File: config.mk
export PLATFORM = sky130hd
export DESIGN_NAME = shift_disp_rx_flat
export DESIGN_NICKNAME = d
export VERILOG_FILES = /design/src/rtl/shift_disp_rx_pkg.sv /design/src/rtl/shift_disp_rx_if.sv /design/src/rtl/shift_disp_rx_sync_edge.sv /design/src/rtl/shift_disp_rx.sv /design/src/flat_wrapper.sv
export SDC_FILE = /design/constraint.sdc
export NUM_CORES = 1
export LEC_CHECK = 0
export ABC_CLOCK_PERIOD_IN_PS = 2700
export BUFFER_PORTS_ARGS = -buffer_cell sky130_fd_sc_hd__buf_2
export CAP_MARGIN = 15
export CORE_ASPECT_RATIO = 1.5
export CORE_UTILIZATION = 55
export DETAILED_ROUTE_END_ITERATION = 10
export MAX_ROUTING_LAYER = met4
export PLACE_DENSITY = 0.77
export SYNTH_ARGS = -nofsm -noshare
export SYNTH_HDL_FRONTEND = slang
export SYNTH_SLANG_ARGS = --single-unit
File: constraint.sdc
create_clock -name clk -period 2.7 [get_ports clk]
set_clock_uncertainty 0.15 [all_clocks]
set_input_delay 0.27 -clock clk [delete_from_list [all_inputs] [get_ports clk]]
set_output_delay 0.27 -clock clk [all_outputs]
set_load 0.02 [all_outputs]
File: src/rtl/shift_disp_rx_pkg.sv
// Shared constants and types for the serial display link receiver.
//   SEG_FRAME_BITS / LED_FRAME_BITS : frame lengths of the two display chains
//   rx_state_e                      : receiver FSM states
package shift_disp_rx_pkg;

  localparam int SEG_FRAME_BITS = 64;
  localparam int LED_FRAME_BITS = 16;

  typedef enum logic [1:0] {
    ST_PRIME = 2'd0,  // first cycle after reset, edge detectors loading
    ST_IDLE  = 2'd1,  // no bits shifted since last latch
    ST_SHIFT = 2'd2   // at least one bit shifted since last latch
  } rx_state_e;

  // bit_cnt width: must hold WIDTH+1
  function automatic int bit_cnt_w(input int width);
    return $clog2(width) + 2;
  endfunction

endpackage

File: src/rtl/shift_disp_rx_if.sv
// Serial display link plus the receiver's parallel view of it.
//   master : drives ser_clk/ser_do/ser_en, observes the parallel side
//   slave  : the receiver; samples the serial lines, drives par_* and counters
interface shift_disp_rx_if
  import shift_disp_rx_pkg::*;
#(
  parameter int WIDTH = SEG_FRAME_BITS,
  parameter int CNT_W = 16
) ();
  localparam int BW = bit_cnt_w(WIDTH);

  logic             ser_clk;
  logic             ser_do;
  logic             ser_en;
  logic [WIDTH-1:0] par_data;
  logic             par_valid;
  logic             frame_err;
  logic [BW-1:0]    bit_cnt;
  logic [CNT_W-1:0] frame_cnt;

  modport master (
    output ser_clk, ser_do, ser_en,
    input  par_data, par_valid, frame_err, bit_cnt, frame_cnt
  );

  modport slave (
    input  ser_clk, ser_do, ser_en,
    output par_data, par_valid, frame_err, bit_cnt, frame_cnt
  );
endinterface

File: src/rtl/shift_disp_rx_sync_edge.sv
// Synchronizer + rising-edge detector for one asynchronous serial line.
//   clk, rstn : system clock, synchronous active-low reset
//   prime     : receiver FSM in PRIME; suppresses edge reporting
//   d         : asynchronous input line
//   level     : synchronized level (SYNC_STAGES flops after d)
//   rise      : one-cycle pulse on a synchronized 0->1 transition
module shift_disp_rx_sync_edge #(
  parameter int SYNC_STAGES = 2
) (
  input  logic clk,
  input  logic rstn,
  input  logic prime,
  input  logic d,
  output logic level,
  output logic rise
);
  logic [SYNC_STAGES-1:0] sync;
  logic                   prev;
  // Fills with ones after reset; the top bit says both level and prev hold
  // real post-reset samples, so a line already high at reset release is
  // seen as a steady level rather than an edge.
  logic [SYNC_STAGES:0]   vld_pipe;

  always_ff @(posedge clk) begin
    if (!rstn) begin
      sync     <= '0;
      prev     <= 1'b0;
      vld_pipe <= '0;
    end else begin
      sync     <= {sync[SYNC_STAGES-2:0], d};
      prev     <= sync[SYNC_STAGES-1];
      vld_pipe <= {vld_pipe[SYNC_STAGES-1:0], 1'b1};
    end
  end

  assign level = sync[SYNC_STAGES-1];
  assign rise  = level & ~prev & vld_pipe[SYNC_STAGES] & ~prime;
endmodule

File: src/rtl/shift_disp_rx.sv
// Receiving end of the serial display link: models the board's shift-register
// chain in the clk domain. Shifts one bit per ser_clk rise (MSB first) and
// transfers the frame to par_data on each ser_en rise.
//   clk, rstn : system clock (>= 4x ser_clk), synchronous active-low reset
//   bus       : slave side of shift_disp_rx_if (ser_* in; par_data, par_valid,
//               frame_err, bit_cnt, frame_cnt out)
module shift_disp_rx
  import shift_disp_rx_pkg::*;
#(
  parameter int WIDTH       = SEG_FRAME_BITS,
  parameter int SYNC_STAGES = 2,
  parameter int CNT_W       = 16
) (
  input  logic                 clk,
  input  logic                 rstn,
  shift_disp_rx_if.slave       bus
);
  localparam int            BW   = bit_cnt_w(WIDTH);
  localparam logic [BW-1:0] FULL = BW'(WIDTH);
  localparam logic [BW-1:0] SAT  = BW'(WIDTH + 1);

  rx_state_e        state, state_nxt;
  logic             prime;
  logic             clk_lvl, clk_rise, en_lvl, en_rise, do_lvl, do_rise;
  logic             clk_evt, en_evt, do_bit;
  logic             do_shift, do_latch;
  logic [WIDTH-1:0] sreg, sreg_nxt, par_data;
  logic [BW-1:0]    bit_cnt, cnt_nxt;
  logic [CNT_W-1:0] frame_cnt;
  logic             par_valid, frame_err;

  assign prime = (state == ST_PRIME);

  // Equal-depth synchronizers keep ser_do aligned with ser_clk.
  shift_disp_rx_sync_edge #(.SYNC_STAGES(SYNC_STAGES)) u_sync_clk (
    .clk(clk), .rstn(rstn), .prime(prime), .d(bus.ser_clk), .level(clk_lvl), .rise(clk_rise));
  shift_disp_rx_sync_edge #(.SYNC_STAGES(SYNC_STAGES)) u_sync_en (
    .clk(clk), .rstn(rstn), .prime(prime), .d(bus.ser_en), .level(en_lvl), .rise(en_rise));
  shift_disp_rx_sync_edge #(.SYNC_STAGES(SYNC_STAGES)) u_sync_do (
    .clk(clk), .rstn(rstn), .prime(prime), .d(bus.ser_do), .level(do_lvl), .rise(do_rise));

  // A rise pulse implies the level is high, so these reduce to the rise
  // pulses and the data level respectively.
  assign clk_evt = clk_rise & clk_lvl;
  assign en_evt  = en_rise & en_lvl;
  assign do_bit  = do_lvl | do_rise;

  always_comb begin
    state_nxt = state;
    do_shift  = 1'b0;
    do_latch  = 1'b0;
    case (state)
      ST_PRIME: state_nxt = ST_IDLE;
      ST_IDLE, ST_SHIFT: begin
        do_shift = clk_evt;
        do_latch = en_evt;
        if (en_evt)       state_nxt = ST_IDLE;
        else if (clk_evt) state_nxt = ST_SHIFT;
      end
      default: state_nxt = ST_IDLE;
    endcase
  end

  // Shift happens before latch in the same cycle, so the latch sees it.
  always_comb begin
    sreg_nxt = sreg;
    cnt_nxt  = bit_cnt;
    if (do_shift) begin
      sreg_nxt = {sreg[WIDTH-2:0], do_bit};
      cnt_nxt  = (bit_cnt >= SAT) ? SAT : bit_cnt + 1'b1;
    end
  end

  always_ff @(posedge clk) begin
    if (!rstn) begin
      state     <= ST_PRIME;
      sreg      <= '0;
      par_data  <= '0;
      par_valid <= 1'b0;
      frame_err <= 1'b0;
      bit_cnt   <= '0;
      frame_cnt <= '0;
    end else begin
      state     <= state_nxt;
      sreg      <= sreg_nxt;          // never cleared on latch, like the chain
      par_valid <= do_latch;
      bit_cnt   <= do_latch ? '0 : cnt_nxt;
      if (do_latch) begin
        par_data  <= sreg_nxt;
        frame_err <= (cnt_nxt != FULL);
        frame_cnt <= frame_cnt + 1'b1;
      end
    end
  end

  assign bus.par_data  = par_data;
  assign bus.par_valid = par_valid;
  assign bus.frame_err = frame_err;
  assign bus.bit_cnt   = bit_cnt;
  assign bus.frame_cnt = frame_cnt;
endmodule

File: src/flat_wrapper.sv
// flat-port wrapper written by rule: the top's interface ports become plain ports
module shift_disp_rx_flat import shift_disp_rx_pkg::*;
#(
  parameter int WIDTH       = SEG_FRAME_BITS,
  parameter int SYNC_STAGES = 2,
  parameter int CNT_W       = 16
)
  (clk, rstn, bus_ser_clk, bus_ser_do, bus_ser_en, bus_par_data, bus_par_valid, bus_frame_err, bus_bit_cnt, bus_frame_cnt);
  shift_disp_rx_if #(.WIDTH(WIDTH), .CNT_W(CNT_W)) bus_i ();
  input  logic clk;
  input  logic rstn;
  input wire logic [$bits(bus_i.ser_clk)-1:0] bus_ser_clk;
  input wire logic [$bits(bus_i.ser_do)-1:0] bus_ser_do;
  input wire logic [$bits(bus_i.ser_en)-1:0] bus_ser_en;
  output wire logic [$bits(bus_i.par_data)-1:0] bus_par_data;
  output wire logic [$bits(bus_i.par_valid)-1:0] bus_par_valid;
  output wire logic [$bits(bus_i.frame_err)-1:0] bus_frame_err;
  output wire logic [$bits(bus_i.bit_cnt)-1:0] bus_bit_cnt;
  output wire logic [$bits(bus_i.frame_cnt)-1:0] bus_frame_cnt;
  assign bus_i.ser_clk = bus_ser_clk;
  assign bus_i.ser_do = bus_ser_do;
  assign bus_i.ser_en = bus_ser_en;
  assign bus_par_data = bus_i.par_data;
  assign bus_par_valid = bus_i.par_valid;
  assign bus_frame_err = bus_i.frame_err;
  assign bus_bit_cnt = bus_i.bit_cnt;
  assign bus_frame_cnt = bus_i.frame_cnt;
  shift_disp_rx #(.WIDTH(WIDTH), .SYNC_STAGES(SYNC_STAGES), .CNT_W(CNT_W)) u_core (.clk(clk), .rstn(rstn), .bus(bus_i));
endmodule
==> out/metrics.cfg <==
[run_status]
outcome = finished clean

[grt]
track_usage_pct = 20.9
grt-ovfl-total = 0
grt_pass1_vias = 4334
grt_antenna_before_repair = 0
grt_first_pass_wirelength_mm = 19.8
grt_max_degree = 118

[sta]
max_slew_margin_pct = 60.7
fin_tns_setup_ps = 0
min_period_over_period_pct = 87.0
worst_slack_ps = 350
hold_viol = 0
tightestPinTransition_ps = 587
setup_violations = 0
fmax_mhz = 426
period_needed_ps = 2350
grt_setup_unrepaired = false
slew_viol_final = 0
whs_ps = 160

[routing]
avgViaCountPerCell = 5.35
drt-total-wl_mm = 11.8
drtPass1Iterations = 6
post_drt_wl_per_cell_um = 13.9
drc = 0
vias = 4545
ant_nets = 0
drt_iter0_drc = 161

[synth]
synth_top_cell_area_share_pct = 52.4
muxShareOfSynthArea_pct = 10.2
synth-warning-count = 0
synth-compound-area-share_pct = 13.4
ys_async_sr_fraction_pct = 0
syn-num-nets = 620
synth-edff-count = 0
yosysSeqAreaShare_pct = 52.4
ys.flop_type = dfxtp_1
synth_area_leaders = dfxtp_1, mux2i_1, o211a_1
synthDistinctLibCells = 40
yosys.area_share.simple_pct = 17.6
synth-seq-cells = 167
syn_area_per_cell_um2 = 10.5
synth_area_um2 = 6380
synth.cells.most_frequent = dfxtp_1, nand2_1, nor2b_1, mux2i_1, o211a_1
synth.largest_area_cell = dfxtp_1
synthXorXnorAreaFrac_pct = 1.51
synth_top_family_by_area = simple AND/OR/NAND/NOR gates
synth_fa_ha_area_share_pct = 0.981
yosysMostFrequentCell = dfxtp_1
syn_inst = 610

[power]
combinationalPowerShare_pct = 1.6
p_sw_w = 0.000990
ir_drop_uv = 434
pwr-share-clk_pct = 49.6
switching_share_pct = 19.5
sequentialPowerShare_pct = 48.8
internal-power_w = 0.00409
p_leak_nw = 3.70
p_per_area_nw_per_um2 = 669

[cts]
htree_levels = 4
cts_tree = yes
numCtsBuffers = 17
cts_resized = 0
clockBufferDepth = 2
clk_latency_ps = 410
root_buffer = clkbuf_16
cts.sinks = 167
path_clk_slew_ps = 60

[floorplan]
dieArea_um2 = 12000
rows = 47
coreArea_um2 = 11200
die_width_um = 89.9
die_h_um = 134
ioPinCount = 95
initial_core_util_pct = 57.1

[critical_path]
reg2reg_depth = 9
crit_path_end_kind = flop
critPathArrivalTime_ps = 2500
crit_type = flop to flop
startpoint_type = flop
timing.rr.end = u_core.bus.par_data[47]
required_ps = 2850
critPathMaxFanout = 43
r2r_start = u_core.state[0]
reg2reg_slack_ps = 350

[final_layout]
layoutNonFillerInstCount = 849
antenna_cells = 0
nets = 699
synthToLayoutAreaGrowth_pct = 19.0
drive_above_1_share_pct = 19.5

[run]
drv_cap = 0

[min_path]
hold_depth = 2
hold-path-endpoint = u_core.bus.par_data[28]
hold_path.class = input pin to flop
min_from = rstn

[placed_design]
gp_congestion = 0.895
place_ws_ps = 413
io_buffers = 94
place_inst = 814
hpwl_mm = 7.72

## state kept, by name, summed over array words and instances (netlist names)
register / cells
u_core.u_sync_do.sync: 2
u_core.u_sync_en.prev: 1
u_core.u_sync_clk.sync: 2
u_core.state: 2
u_core.bus.frame_cnt: 16
u_core.u_sync_en.vld_pipe: 1
u_core.sreg: 64
u_core.u_sync_en.sync: 2
u_core.u_sync_clk.prev: 1
u_core.bus.par_valid: 1
u_core.bus.par_data: 64
u_core.bus.frame_err: 1
u_core.u_sync_do.vld_pipe: 2
u_core.bus.bit_cnt: 8
## worst max-delay path, stage by stage (launching register included)
cell and delay, ps:
dfxtp_1 330, inv_1 70, ha_1 200, nor4bb_1 290
buf_4 200, and2_4 180, buf_12 270, mux2i_1 320
nand2_1 80, o211a_1 120
## how the worst max path moves through the flow
stage,endpoint,cells after the start,slack (ps),startpoint
global route,u_core.bus.par_data[24],9,180,u_core.state[0]
CTS,u_core.bus.par_data[47],9,340,u_core.state[0]
global placement,u_core.bus.frame_cnt[15],7,500,u_core.state[0]
floorplan,u_core.bus.par_data[12],11,600,u_core.state[0]
detailed placement,u_core.bus.par_data[15],9,410,u_core.state[0]
finish,u_core.bus.par_data[47],9,350,u_core.state[0]
## final cells by class
cell class,instances,area [um2]
fill,879,3580
sequential,167,3340
multi-input combinational,393,2790
timing repair buffer,103,611
clock buffer,22,494
tap,147,184
clock inverter,10,143
inverter,7,26.3
## power groups by stage
stage | Sequential (W) | Clock [W] | Combinational (W)
after global routing | 0.00248 | 0.00268 | 0.0000908
after floorplan | 0.00254 | 0 | 0.0000588
after detailed placement | 0.00253 | 0 | 0.0000799
final | 0.00248 | 0.00252 | 0.0000831
after CTS | 0.00248 | 0.00257 | 0.0000841
after global placement | 0.00253 | 0 | 0.0000776
## stage by stage
stage | instance area [um2] | total power (W) | utilization (%)
after floorplan | 6380 | 0.00259 | -
after global placement | 6920 | 0.00261 | 62.0
after detailed placement | 6920 | 0.00261 | 62.0
after CTS | 7590 | 0.00513 | 67.9
after global routing | 7590 | 0.00525 | 67.9
final | 7590 | 0.00508 | 67.9
## placed cells by master (no fill, tap or decap), drive strengths merged, types with 6 or more instances in the layout
master / n
nor2b: 66
mux2i: 65
o21ai: 13
and2: 24
nor2: 9
nand2: 77
xor2: 6
a21oi: 8
o211a: 64
inv: 7
dfxtp: 167
clkbuf: 22
buf: 100
nand4: 6
## what timing repair did
| action | in CTS | in global routing |
|---|---|---|
| hold buffers | 3 | 0 |
| hold endpoints to repair | 3 | 0 |
| endpoints found under the setup margin | 0 | 0 |
| setup buffers | 0 | 0 |
## cell families after synthesis
| group | after synthesis |
|---|---|
| flip-flops | 167 |
| multiplexers | 65 |
| adder cells (fa/ha/maj) | 5 |
| buffers and inverters | 50 |
| XOR/XNOR | 11 |
| AO/OA/AOI/OAI | 99 |
| AND/OR/NAND/NOR | 213 |
## metal layers
| metal | part of all wire [%] | GRT usage, % |
|---|---|---|
| met1 | 42 | 22.1 |
| met5 | 0 | - |
| met3 | 4.1 | 4.93 |
| met2 | 53 | 37.4 |
| met4 | 0.90 | 8.33 |
(Power assumes the default switching activity.)
